`src/rtl/ahb_slave_decoder.sv`:
```
// AHB-Lite address decoder and response multiplexer with a built-in default slave
// that answers unmapped NONSEQ/SEQ transfers with a two-cycle ERROR and logs them.
module ahb_slave_decoder #(
    parameter int ADDR_WIDTH = 32,
    parameter int DATA_WIDTH = 32,
    parameter int NUM_SLAVES = 3,
    parameter int SEL_BITS   = 2
) (
    input  logic                           hclk,
    input  logic                           hreset,
    input  logic [ADDR_WIDTH-1:0]          haddr,
    input  logic [1:0]                     htrans,
    output logic [NUM_SLAVES-1:0]          hsel,
    input  logic [NUM_SLAVES-1:0]          hreadyout_s,
    input  logic [NUM_SLAVES-1:0]          hresp_s,
    input  logic [NUM_SLAVES*DATA_WIDTH-1:0] hrdata_s,
    output logic                           hready,
    output logic                           hresp,
    output logic [DATA_WIDTH-1:0]          hrdata,
    output logic [15:0]                    err_count,
    output logic [ADDR_WIDTH-1:0]          err_addr
);

    typedef enum logic [1:0] {
        IDLE = 2'd0,
        ERR1 = 2'd1,
        ERR2 = 2'd2
    } state_t;

    state_t                state_q;
    state_t                state_next;
    logic [SEL_BITS-1:0]   region;
    logic [SEL_BITS-1:0]   addr_idx;
    logic                  addr_def;
    logic [SEL_BITS-1:0]   dsel_idx;
    logic                  dsel_def;
    logic                  def_ready;
    logic                  def_resp;
    logic                  start_err;
    logic [15:0]           err_cnt_q;
    logic [ADDR_WIDTH-1:0] err_addr_q;
    logic                  unused_trans;

    // Only htrans[1] distinguishes active transfers from IDLE/BUSY.
    assign unused_trans = htrans[0];

    assign region = haddr[ADDR_WIDTH-1 -: SEL_BITS];

    always_comb begin
        hsel     = '0;
        addr_def = 1'b1;
        addr_idx = '0;
        for (int i = 0; i < NUM_SLAVES; i++) begin
            if (region == SEL_BITS'(i + 1)) begin
                hsel[i]  = 1'b1;
                addr_def = 1'b0;
                addr_idx = SEL_BITS'(i);
            end
        end
    end

    always_comb begin
        hready = def_ready;
        hresp  = def_resp;
        hrdata = '0;
        if (!dsel_def) begin
            for (int i = 0; i < NUM_SLAVES; i++) begin
                if (dsel_idx == SEL_BITS'(i)) begin
                    hready = hreadyout_s[i];
                    hresp  = hresp_s[i];
                    hrdata = hrdata_s[i*DATA_WIDTH +: DATA_WIDTH];
                end
            end
        end
    end

    assign start_err = hready & addr_def & htrans[1];

    always_comb begin
        state_next = IDLE;
        def_ready  = 1'b1;
        def_resp   = 1'b0;
        case (state_q)
            IDLE: begin
                if (start_err) begin
                    state_next = ERR1;
                end
            end
            ERR1: begin
                def_ready  = 1'b0;
                def_resp   = 1'b1;
                state_next = ERR2;
            end
            ERR2: begin
                def_resp = 1'b1;
                if (start_err) begin
                    state_next = ERR1;
                end
            end
            default: state_next = IDLE;
        endcase
    end

    always_ff @(posedge hclk) begin
        if (hreset) begin
            state_q <= IDLE;
        end else begin
            state_q <= state_next;
        end
    end

    // The data-phase select only advances when the current data phase completes.
    always_ff @(posedge hclk) begin
        if (hreset) begin
            dsel_def <= 1'b1;
            dsel_idx <= '0;
        end else if (hready) begin
            dsel_def <= addr_def;
            dsel_idx <= addr_idx;
        end
    end

    always_ff @(posedge hclk) begin
        if (hreset) begin
            err_cnt_q  <= '0;
            err_addr_q <= '0;
        end else if (start_err) begin
            err_addr_q <= haddr;
            if (err_cnt_q != 16'hFFFF) begin
                err_cnt_q <= err_cnt_q + 16'd1;
            end
        end
    end

    assign err_count = err_cnt_q;
    assign err_addr  = err_addr_q;

endmodule
```
`config.mk`:
```
export PLATFORM = sky130hd
export DESIGN_NAME = ahb_slave_decoder
export DESIGN_NICKNAME = d
export VERILOG_FILES = /design/src/rtl/ahb_slave_decoder.sv
export SDC_FILE = /design/constraint.sdc
export NUM_CORES = 1
export LEC_CHECK = 0
export BUFFER_PORTS_ARGS = -buffer_cell sky130_fd_sc_hd__buf_2
export CORE_ASPECT_RATIO = 0.9
export CORE_MARGIN = 2
export CORE_UTILIZATION = 44
export CTS_CLUSTER_DIAMETER = 50
export CTS_CLUSTER_SIZE = 28
export DETAILED_ROUTE_END_ITERATION = 12
export PLACE_DENSITY = 0.86
export SETUP_SLACK_MARGIN = 0.05
export SYNTH_ARGS = -nofsm -noshare
export SYNTH_HDL_FRONTEND = slang
export SYNTH_SLANG_ARGS = --single-unit
```
`constraint.sdc`:
```
create_clock -name hclk -period 6.05 [get_ports hclk]
set_clock_uncertainty 0.15 [all_clocks]
set_input_delay 0 -clock hclk [delete_from_list [all_inputs] [get_ports hclk]]
set_output_delay 0 -clock hclk [all_outputs]
set_load 0.02 [all_outputs]
```
==> results of run 1 <==
timing repair:
action                     in CTS  in global routing
setup endpoints to repair       0                  0
hold endpoints to repair       33                  0
hold buffers                   32                  0
synth_stat cells, drive strengths merged (3+ instances only):
cell type | count | area, sq um
nor4 | 3 | 18.8
clkbuf | 23 | 86.3
buf | 7 | 38.8
nand3 | 6 | 35.0
o31ai | 3 | 22.5
mux2 | 4 | 45.0
mux2i | 37 | 370
ha | 5 | 62.6
or3 | 4 | 25.0
or4 | 5 | 37.5
nand2b | 3 | 18.8
nand2 | 69 | 259
a21oi | 73 | 365
nor2 | 80 | 300
o21ai | 6 | 30.0
inv | 8 | 30.0
nand4 | 8 | 56.3
dfxtp | 53 | 1060
nor2b | 10 | 62.6
per-stage QoR:
step | worst slack, ps | power (mW) | utilization | std cells
2_1_floorplan | 3830 | 0.492 | - | 423
3_3_place_gp | 2960 | 0.570 | 0.628 | 707
3_5_place_dp | 2870 | 0.576 | 0.628 | 707
4_1_cts | 2850 | 0.796 | 0.691 | 747
5_1_grt | 2610 | 0.835 | 0.691 | 749
6_report | 2890 | 0.793 | 0.691 | 749
critical path: cells and delay by family, from the launching register on:
| family | cells | cell delay, ps |
|---|---|---|
| flops | 1 | 1080 |
| compound gates | 2 | 450 |
| mux | 1 | 330 |
| simple gates | 2 | 970 |
how the worst max path moves through the flow:
stage	start	to	slack [ps]
4_1_cts	dsel_idx[0]	state_q[0]	2850
6_report	dsel_idx[0]	err_addr[13]	2890
2_1_floorplan	err_count[0]	err_count[1]	3830
3_5_place_dp	dsel_idx[0]	state_q[0]	2870
5_1_grt	dsel_idx[0]	err_addr[4]	2610
3_3_place_gp	dsel_idx[0]	state_q[0]	2960
report_power, final:
group          internal [mW]  switching [mW]
combinational         0.0985           0.114
clock                 0.0844           0.122
sequential             0.357          0.0166
total                  0.540           0.253
layer usage:
| layer | global-route usage | part of all wire | vias to the layer above |
|---|---|---|---|
| met5 | 0 | 0 | - |
| met4 | 0.0991 | 0.034 | 0 |
| met3 | 0.0390 | 0.065 | 30 |
| met2 | 0.509 | 0.52 | 203 |
| met1 | 0.294 | 0.38 | 1809 |
| li1 | - | - | 1899 |
cells by family (layout without fill, tap and decap cells):
family | Yosys count | in the layout | share of synthesized area
and+or+nand+nor | 197 | 197 | 0.285
AOI/OAI and AO/OA | 88 | 88 | 0.159
other | 0 | 2 | 0
buffers and inverters | 38 | 272 | 0.0507
xor gates and xnor gates | 1 | 1 | 0.00286
muxes | 41 | 41 | 0.136
adders and majority gates | 5 | 5 | 0.0204
DFF | 53 | 53 | 0.347
layout make-up:
| class | instances | area (sq um) | area share |
|---|---|---|---|
| Timing Repair Buffer | 256 | 1450 | 0.315 |
| Clock buffer | 5 | 68.8 | 0.0150 |
| Tap cell | 90 | 113 | 0.0245 |
| Antenna cell | 2 | 5.00 | 0.00109 |
| Inverter | 8 | 30.0 | 0.00653 |
| Clock inverter | 3 | 26.3 | 0.00571 |
| Multi-Input combinational cell | 332 | 1850 | 0.402 |
| Sequential cell | 53 | 1060 | 0.231 |
flip-flops by register name, indices dropped and copies added, names as in the netlist:
register,cells
state_q,2
dsel_idx,2
dsel_def,1
err_addr,32
err_count,16
==> Flow_metrics.wiki, run 1 <==
{| class="wikitable"
! Metric !! Value
|-
| Run status || finished, final reports clean
|-
| Most used cells in the layout excluding fill and tap cells || sky130_fd_sc_hd__buf_2 (221), sky130_fd_sc_hd__nor2_1 (80), sky130_fd_sc_hd__a21oi_1 (73)
|-
| Delay of the slowest cell on the worst path || 1080 ps
|-
| Number of fill cells in the layout || 534
|-
| Worst hold-check slack || 101 ps
|-
| Clock Sinks || 53
|-
| Critical path class || flip-flop to flip-flop
|-
| Clock tree buffer depth || 2
|-
| Fraction of synthesis flops using an asynchronous set or reset pin || 0
|-
| Sequential area share after synthesis || 0.347
|-
| Net count after synthesis || 566
|-
| GR Util All Layers || 0.266
|-
| Average detailed-routed wire length per instance || 14.5 um
|-
| Area growth from synthesis to layout || 50.3%
|-
| Via count of the routed design || 3,941
|-
| Die height || 83.1 um
|-
| Final setup violation count || 0
|-
| Power per unit of standard cell area || 172 nW/um^2
|-
| CP cell instances || mux2i_1, a32oi_4, nand2_1, nand2_1, a21oi_1
|-
| Post-route DRC || 0
|-
| Unrepaired setup endpoints after global routing || false
|-
| Number of different library cells in the post-synthesis netlist || 37
|-
| Hold WC Path Type || input pin to flip-flop
|-
| Number of setup buffers added after CTS || 0
|-
| Final GP Congestion || 0.907
|-
| Number of H-tree levels || 2
|-
| Detail Placement HPWL || 7.72 mm
|-
| Number of synthesis warnings || 0
|-
| Die area || 7640 sq um
|-
| Gate count of the mapped netlist || 423
|-
| Hold violation count in the final report || 0
|-
| Flip-flop and latch count after synthesis || 53
|-
| Startpoint of the worst-slack reg-to-reg timing path || dsel_idx[0]
|-
| Worst R2R Path Depth || 5
|-
| Sum of negative setup slack || 0 ps
|-
| Initial Util || 0.460
|-
| First-pass GRT wire length || 16.9 mm
|-
| Max cap viols || 0
|-
| Period Utilization, post-route || 0.522
|-
| Drt first pass iters || 5
|-
| Post-DR vias/cell || 5.26
|-
| Clk root buf || sky130_fd_sc_hd__clkbuf_8
|-
| Count of nets left with antenna violations after detail routing || 0
|-
| Input/output buffers || 221
|-
| Final Max Slew Viols || 0
|-
| Most common cell after layout, fill and taps aside || sky130_fd_sc_hd__buf_2
|-
| Initial DRC Count || 198
|-
| Number of rows created at floorplan || 28
|-
| Via count of the first global-routing pass || 3,676
|-
| Total wire length || 10.8 mm
|-
| TritonCTS clock tree || yes
|-
| Slew Limit Headroom || 0.169
|-
| RR Endpoint || err_addr[13]
|-
| Kind of start point of the critical path || flip-flop
|-
| Terminating pin of the worst hold path || dsel_idx[0]
|-
| Least-Margin Pin Slew || 1240 ps
|-
| Final design area excluding fillers || 4600 sq um
|-
| Leak || 2.20 nW
|-
| Most prevalent standard cell on the critical path || sky130_fd_sc_hd__nand2_1
|-
| Required @ worst endpoint || 6040 ps
|-
| Setup crit end kind || flip-flop
|-
| Min Tclk post-route || 3160 ps
|-
| Maximum fanout count along the critical path || 39
|-
| Clock latency on the worst-skew pair || 300 ps
|-
| Reg-to-reg slack, setup || 2890 ps
|-
| Worst hold stages || 5
|-
| GRT Residual Overflow || 0
|-
| EDFF count, synth || 0
|-
| Launch instance of the worst min-delay path || hreadyout_s[2]
|-
| Synth Area per Inst || 7.24 sq um
|-
| # IOs || 223
|-
| Clock buffer count from CTS || 5
|-
| Share of post-route cells with drive strength above 1 || 0.367
|-
| Core ar. || 6660 sq um
|-
| Nets || 799
|-
| Die Wd || 91.9 um
|-
| Standard cell area after detailed placement || 4180 sq um
|-
| Endpoint arrival time on the critical path || 3150 ps
|-
| Number of gates given a new drive strength after cts || 0
|-
| Maximum number of pins on one net before global-route repair || 59
|-
| CP max stage cell || sky130_fd_sc_hd__dfxtp_2
|-
| Cell area after technology mapping || 3060 sq um
|-
| Highest Clock Rate || 316 MHz
|-
| Clk pin slew, worst setup/hold paths || 110 ps
|-
| Worst-case vdd ir drop || 0.116 mV
|-
| Number of antenna violations at the first check in global routing || 2
|-
| Most frequently used flop master after synthesis || sky130_fd_sc_hd__dfxtp_1
|}
(Power assumes the default switching activity.)
==> run 2, diff against run 1 <==
--- a/config.mk
+++ b/config.mk
@@ -8,11 +8,11 @@
 export BUFFER_PORTS_ARGS = -buffer_cell sky130_fd_sc_hd__buf_2
 export CORE_ASPECT_RATIO = 0.9
 export CORE_MARGIN = 2
-export CORE_UTILIZATION = 44
+export CORE_UTILIZATION = 41
 export CTS_CLUSTER_DIAMETER = 50
 export CTS_CLUSTER_SIZE = 28
 export DETAILED_ROUTE_END_ITERATION = 12
-export PLACE_DENSITY = 0.86
+export PLACE_DENSITY = 0.81
 export SETUP_SLACK_MARGIN = 0.05
 export SYNTH_ARGS = -nofsm -noshare
 export SYNTH_HDL_FRONTEND = slang
==> constraint.sdc (replaced) <==
create_clock -name hclk -period 2.91 [get_ports hclk]
set_clock_uncertainty 0.15 [all_clocks]
set_input_delay 0 -clock hclk [delete_from_list [all_inputs] [get_ports hclk]]
set_output_delay 0 -clock hclk [all_outputs]
set_load 0.02 [all_outputs]
==> Flow_metrics.wiki, run 2 (synthesized netlist as in run 1, its figures left out) <==
{| class="wikitable"
! Metric !! Value
|-
| Maximum number of pins on one net before global-route repair || 59
|-
| Worst hold-check slack || 126 ps
|-
| Via count of the first global-routing pass || 3,642
|-
| Clk root buf || sky130_fd_sc_hd__clkbuf_8
|-
| GRT Residual Overflow || 0
|-
| Cell family contributing the most delay on the critical path || simple AND/OR/NAND/NOR gates
|-
| Leak || 2.23 nW
|-
| Least-Margin Pin Slew || 1000 ps
|-
| Initial DRC Count || 151
|-
| Delay of the slowest cell on the worst path || 560 ps
|-
| Nets || 803
|-
| Run status || finished, final reports clean
|-
| Clock latency on the worst-skew pair || 300 ps
|-
| Number of H-tree levels || 2
|-
| Power per unit of standard cell area || 353 nW/um^2
|-
| Max cap viols || 0
|-
| Final Max Slew Viols || 0
|-
| Clock buffer count from CTS || 5
|-
| Number of setup buffers added after CTS || 0
|-
| Number of gates given a new drive strength after cts || 0
|-
| Die area || 8180 sq um
|-
| Post-route DRC || 0
|-
| Slew Limit Headroom || 0.331
|-
| # IOs || 223
|-
| Final setup violation count || 0
|-
| Initial Util || 0.428
|-
| Input/output buffers || 221
|-
| Largest register FFs || 32
|-
| Number of antenna violations at the first check in global routing || 2
|-
| Maximum fanout count along the critical path || 18
|-
| Via count of the routed design || 3,836
|-
| Kind of start point of the critical path || flip-flop
|-
| Period Utilization, post-route || 0.839
|-
| GR Util All Layers || 0.246
|-
| Core ar. || 7150 sq um
|-
| Critical path class || flip-flop to flip-flop
|-
| Number of rows created at floorplan || 29
|-
| Most used cells in the layout excluding fill and tap cells || sky130_fd_sc_hd__buf_2 (221), sky130_fd_sc_hd__nor2_1 (80), sky130_fd_sc_hd__a21oi_1 (73)
|-
| Setup slack after layout || 467 ps
|-
| Die Wd || 95.1 um
|-
| Share of post-route cells with drive strength above 1 || 0.369
|-
| Die height || 86.0 um
|-
| Clock Sinks || 53
|-
| Most common cell after layout, fill and taps aside || sky130_fd_sc_hd__buf_2
|-
| CP cell instances || inv_1, ha_1, nand2b_1, a32oi_4, nand3_2, or4_1, a21oi_1
|-
| CP max stage cell || sky130_fd_sc_hd__or4_1
|-
| Drt first pass iters || 4
|-
| First-pass GRT wire length || 16.3 mm
|-
| Detail Placement HPWL || 7.62 mm
|-
| Sum of negative setup slack || 0 ps
|-
| Clk pin slew, worst setup/hold paths || 100 ps
|-
| Final GP Congestion || 0.809
|-
| Highest Clock Rate || 409 MHz
|-
| Clock tree buffer depth || 2
|-
| Min Tclk post-route || 2440 ps
|-
| Setup crit end kind || flip-flop
|-
| Hold violation count in the final report || 0
|-
| Endpoint arrival time on the critical path || 2520 ps
|-
| Total wire length || 10.6 mm
|-
| Required @ worst endpoint || 2980 ps
|-
| Count of nets left with antenna violations after detail routing || 0
|-
| Number of buffer and inverter stages on the critical path || 1
|-
| Average detailed-routed wire length per instance || 14.0 um
|-
| Post-DR vias/cell || 5.07
|-
| Worst-case vdd ir drop || 0.229 mV
|-
| Unrepaired setup endpoints after global routing || false
|-
| Pre-CTS worst setup slack || 498 ps
|-
| Number of fill cells in the layout || 628
|-
| Hold WC Path Type || input pin to flip-flop
|-
| TritonCTS clock tree || yes
|-
| Area growth from synthesis to layout || 51.3%
|}
==> run 2: worst reg2reg max path, delay by kind of cell (launching register included) <==
family	cells	cell delay, ps
simple gates	3	1090
compound gates	2	470
flops	1	380
fa+ha+maj	1	220
buf+inv	1	70
==> run 2: metal layers <==
layer,share of wire,vias to the layer above,global-route usage
met5,0,-,0
met4,0.022,0,0.0817
met1,0.38,1750,0.265
met3,0.068,19,0.0439
li1,-,1906,-
met2,0.53,161,0.477
==> run 2: worst paths after layout <==
path | start | depth (start not counted) | slack [ps] | end
max reg2reg | state_q[1] | 7 | 470 | err_count[5]
max | state_q[1] | 7 | 470 | err_count[5]
min | hreadyout_s[2] | 4 | 130 | dsel_def
min reg2reg | err_addr[29] | 2 | 300 | err_addr[29]
==> run 2: what timing repair did <==
| action | 4_1_cts | 5_1_grt |
|---|---|---|
| endpoints found under the hold margin | 32 | 0 |
| setup endpoints to repair | 0 | 0 |
| hold buffers | 33 | 0 |
==> run 2: area by class of cell <==
class	instances	area, sq um	area share
Sequential cell	53	1060	0.229
Clock inverter	3	21.3	0.00459
Inverter	8	30.0	0.00648
Antenna cell	2	5.00	0.00108
Clock buffer	5	68.8	0.0149
Multi-Input combinational cell	332	1850	0.399
Tap cell	93	116	0.0251
Timing Repair Buffer	260	1480	0.320
==> run 2: metrics by stage <==
step	utilization	power [mW]	cells	cell area (sq um)
global route	0.648	1.73	756	4630
CTS	0.647	1.65	754	4630
floorplan	-	1.02	423	3060
global placement	0.589	1.19	713	4210
detailed placement	0.589	1.20	713	4210
finish	0.648	1.64	756	4630
==> run 2: power by group <==
group / internal [mW] / switching (mW) / total (mW) / leakage, nW
clock network: 0.171 / 0.245 / 0.416 / 0.0446
logic: 0.207 / 0.256 / 0.463 / 1.75
registers: 0.743 / 0.0141 / 0.757 / 0.430
==> run 3, diff against run 2 <==
--- a/config.mk
+++ b/config.mk
@@ -5,14 +5,15 @@
 export SDC_FILE = /design/constraint.sdc
 export NUM_CORES = 1
 export LEC_CHECK = 0
+export ABC_AREA = 1
 export BUFFER_PORTS_ARGS = -buffer_cell sky130_fd_sc_hd__buf_2
 export CORE_ASPECT_RATIO = 0.9
 export CORE_MARGIN = 2
-export CORE_UTILIZATION = 41
+export CORE_UTILIZATION = 38
 export CTS_CLUSTER_DIAMETER = 50
 export CTS_CLUSTER_SIZE = 28
 export DETAILED_ROUTE_END_ITERATION = 12
-export PLACE_DENSITY = 0.81
+export PLACE_DENSITY = 0.77
 export SETUP_SLACK_MARGIN = 0.05
 export SYNTH_ARGS = -nofsm -noshare
 export SYNTH_HDL_FRONTEND = slang
==> constraint.sdc (replaced) <==
create_clock -name hclk -period 2 [get_ports hclk]
set_clock_uncertainty 0.15 [all_clocks]
set_input_delay 0 -clock hclk [delete_from_list [all_inputs] [get_ports hclk]]
set_output_delay 0 -clock hclk [all_outputs]
set_load 0.02 [all_outputs]
==> Flow_metrics.wiki, run 3 <==
{| class="wikitable"
! Metric !! Value
|-
| Sequential area share after synthesis || 0.324
|-
| Net count after synthesis || 684
|-
| Flip-flop and latch count after synthesis || 53
|-
| Most prevalent standard cell on the critical path || sky130_fd_sc_hd__nand2_1
|-
| # IOs || 223
|-
| Highest Clock Rate || 538 MHz
|-
| Worst R2R Path Depth || 11
|-
| Area growth from synthesis to layout || 61.4%
|-
| Gate count of the mapped netlist || 541
|-
| Input/output buffers || 221
|-
| Worst hold stages || 5
|-
| Number of H-tree levels || 2
|-
| Nets || 946
|-
| RR Endpoint || err_addr[27]
|-
| Final GP Congestion || 0.914
|-
| Least-Margin Pin Slew || 495 ps
|-
| Cell area after technology mapping || 3280 sq um
|-
| Number of antenna violations at the first check in global routing || 5
|-
| Unrepaired setup endpoints after global routing || true
|-
| GR Layer Usage met1 || 0.267
|-
| Worst-case vdd ir drop || 0.375 mV
|-
| Peak-usage layer in the global routing report || met2
|-
| Kind of start point of the critical path || flip-flop
|-
| Launch instance of the worst min-delay path || htrans[1]
|-
| Most used cells in the layout excluding fill and tap cells || sky130_fd_sc_hd__buf_2 (221), sky130_fd_sc_hd__nand2_1 (191), sky130_fd_sc_hd__nand3_1 (89)
|-
| Clock tree buffer depth || 2
|-
| Run status || finished, final reports clean
|-
| Leak || 2.85 nW
|-
| Clk root buf || sky130_fd_sc_hd__clkbuf_8
|-
| Die height || 92.1 um
|-
| Most common library cells after synthesis || sky130_fd_sc_hd__nand2_1 (193), sky130_fd_sc_hd__nand3_1 (89), sky130_fd_sc_hd__dfxtp_1 (53)
|-
| Initial DRC Count || 218
|-
| Hold WC Path Type || input pin to flip-flop
|-
| Average detailed-routed wire length per instance || 14.0 um
|-
| Most common cell after layout, fill and taps aside || sky130_fd_sc_hd__buf_2
|-
| Core ar. || 8490 sq um
|-
| First-pass GRT wire length || 17.9 mm
|-
| Library cell occupying the most area in the post-synthesis netlist || sky130_fd_sc_hd__dfxtp_1
|-
| Slew Limit Headroom || 0.670
|-
| EDFF count, synth || 0
|-
| Max cap viols || 0
|-
| Post-DR vias/cell || 4.93
|-
| Terminating pin of the worst hold path || state_q[0]
|-
| CP max stage cell || sky130_fd_sc_hd__dfxtp_2
|-
| Detail Placement HPWL || 8.31 mm
|-
| Min Tclk post-route || 1860 ps
|-
| Final Max Slew Viols || 0
|-
| Number of synthesis warnings || 0
|-
| Final design area excluding fillers || 5290 sq um
|-
| Leading cell type by number of instances after synthesis || sky130_fd_sc_hd__nand2_1
|-
| Setup crit end kind || flip-flop
|-
| Share of post-route cells with drive strength above 1 || 0.352
|-
| Met2 Use GR || 0.407
|-
| Clock buffer count from CTS || 5
|-
| Drt first pass iters || 4
|-
| Met3 Usage GRT || 0.0655
|-
| Die area || 9390 sq um
|-
| Hold violation count in the final report || 0
|-
| Worst hold-check slack || 117 ps
|-
| Final setup violation count || 0
|-
| Initial Util || 0.386
|-
| Endpoint arrival time on the critical path || 1950 ps
|-
| Via count of the routed design || 4,577
|-
| Clock Sinks || 53
|-
| Power per unit of standard cell area || 512 nW/um^2
|-
| Largest register FFs || 32
|-
| Period Utilization, post-route || 0.930
|-
| Area share of the largest cell type after synthesis || 0.324
|-
| Reg-to-reg slack, setup || 140 ps
|-
| Startpoint of the worst-slack reg-to-reg timing path || state_q[1]
|-
| Post-route insts no fill || 928
|-
| Count of nets left with antenna violations after detail routing || 0
|-
| Post-layout utilization of the core || 0.623
|-
| Maximum number of pins on one net before global-route repair || 45
|-
| Number of fill cells in the layout || 776
|-
| GR Util All Layers || 0.235
|-
| Number of rows created at floorplan || 32
|-
| TritonCTS clock tree || yes
|-
| CP cell instances || inv_1, ha_4, o21ai_1, nand2_1, nand2_2, nand3_2, nor2_4, buf_12, clkbuf_16, nand2_1, a21oi_1
|-
| Maximum fanout count along the critical path || 11
|-
| Synth Area per Inst || 6.06 sq um
|-
| Total wire length || 13.0 mm
|-
| GRT Residual Overflow || 0
|-
| Die Wd || 102 um
|-
| Clk pin slew, worst setup/hold paths || 100 ps
|-
| Via count of the first global-routing pass || 4,017
|-
| Post-route DRC || 0
|-
| Number of different library cells in the post-synthesis netlist || 28
|-
| Critical path class || flip-flop to flip-flop
|-
| Most area-consuming cells after synthesis || sky130_fd_sc_hd__dfxtp_1 (32%), sky130_fd_sc_hd__nand2_1 (22%), sky130_fd_sc_hd__nand3_1 (14%)
|-
| Placed Instances || 868
|-
| Fraction of synthesis flops using an asynchronous set or reset pin || 0
|-
| Delay of the slowest cell on the worst path || 350 ps
|-
| Standard cell area after detailed placement || 4540 sq um
|-
| Required @ worst endpoint || 2090 ps
|-
| Most frequently used flop master after synthesis || sky130_fd_sc_hd__dfxtp_1
|-
| Clock latency on the worst-skew pair || 310 ps
|}
run 3: changes by cell type in the layout (fill, tap and decap cells not counted), moves of 6 or more:
cell,change
sky130_fd_sc_hd__mux2i_1,-37
sky130_fd_sc_hd__a21oi_1,-30
sky130_fd_sc_hd__inv_1,+42
sky130_fd_sc_hd__buf_4,+9
sky130_fd_sc_hd__nand2_1,+122
sky130_fd_sc_hd__nor2_1,-57
sky130_fd_sc_hd__o21ai_1,+12
sky130_fd_sc_hd__nor2b_1,-9
sky130_fd_sc_hd__nand3_1,+84
sky130_fd_sc_hd__xnor2_1,+6
run 3: layout make-up:
type | count | area, sq um | area share
multi-input combinational | 402 | 1910 | 0.361
timing repair buffer | 286 | 1850 | 0.349
sequential | 53 | 1070 | 0.202
inverter | 54 | 206 | 0.0390
tap | 119 | 149 | 0.0281
clock buffer | 6 | 72.6 | 0.0137
clock inverter | 2 | 15.0 | 0.00284
antenna | 5 | 12.5 | 0.00236
timing repair inverter | 1 | 7.51 | 0.00142
run 3: worst max-delay path by stage:
stage | from | slack (ps) | to
finish | state_q[1] | 140 | err_addr[27]
detailed placement | state_q[1] | 110 | err_count[0]
floorplan | err_count[0] | 140 | err_count[5]
global placement | state_q[1] | 180 | err_count[0]
global route | state_q[1] | -20 | err_addr[27]
CTS | state_q[1] | 80 | err_count[0]
run 3: where the power goes:
group          leakage, nW  switching, mW  internal (mW)
clock network       0.0375          0.367          0.247
logic                 2.39          0.570          0.420
registers            0.432         0.0214           1.09
run 3: stage by stage:
step | TNS (ps) | power [mW] | setup WS [ps]
finish | 0 | 2.71 | 140
global route | -15.4 | 2.84 | -15.4
CTS | 0 | 2.63 | 84.2
detailed placement | 0 | 1.95 | 111
global placement | 0 | 1.93 | 184
floorplan | 0 | 1.63 | 138
run 3: timing repair:
| action | CTS | global route |
|---|---|---|
| endpoints found under the hold margin | 38 | 0 |
| setup endpoints to repair | 32 | 80 |
| setup buffers | 1 | 4 |
| pin swaps | 0 | 10 |
| resized for setup | 4 | 26 |
| gates cloned | 1 | 7 |
| hold buffers | 34 | 0 |
run 3: logic make-up after synthesis:
| family | count (synthesis) | share of synthesized area |
|---|---|---|
| AO/OA/AOI/OAI | 64 | 0.0992 |
| XOR/XNOR | 12 | 0.0320 |
| adder cells (fa/ha/maj) | 5 | 0.0191 |
| buffers and inverters | 86 | 0.108 |
| flip-flops | 53 | 0.324 |
| AND/OR/NAND/NOR | 321 | 0.418 |
run 3: worst max-delay path: cells and delay by family (launching register included):
kind | cells | cell delay [ps]
flip-flops | 1 | 350
buffers and inverters | 3 | 380
AO/OA/AOI/OAI | 2 | 280
AND/OR/NAND/NOR | 5 | 460
adder cells (fa/ha/maj) | 1 | 170
run 3: metal layers:
| layer | part of all wire | vias up | wire [um] |
|---|---|---|---|
| li1 | - | 2246 | - |
| met2 | 0.48 | 228 | 6270 |
| met5 | 0 | - | 0 |
| met4 | 0.032 | 0 | 413 |
| met3 | 0.094 | 28 | 1220 |
| met1 | 0.39 | 2075 | 5090 |
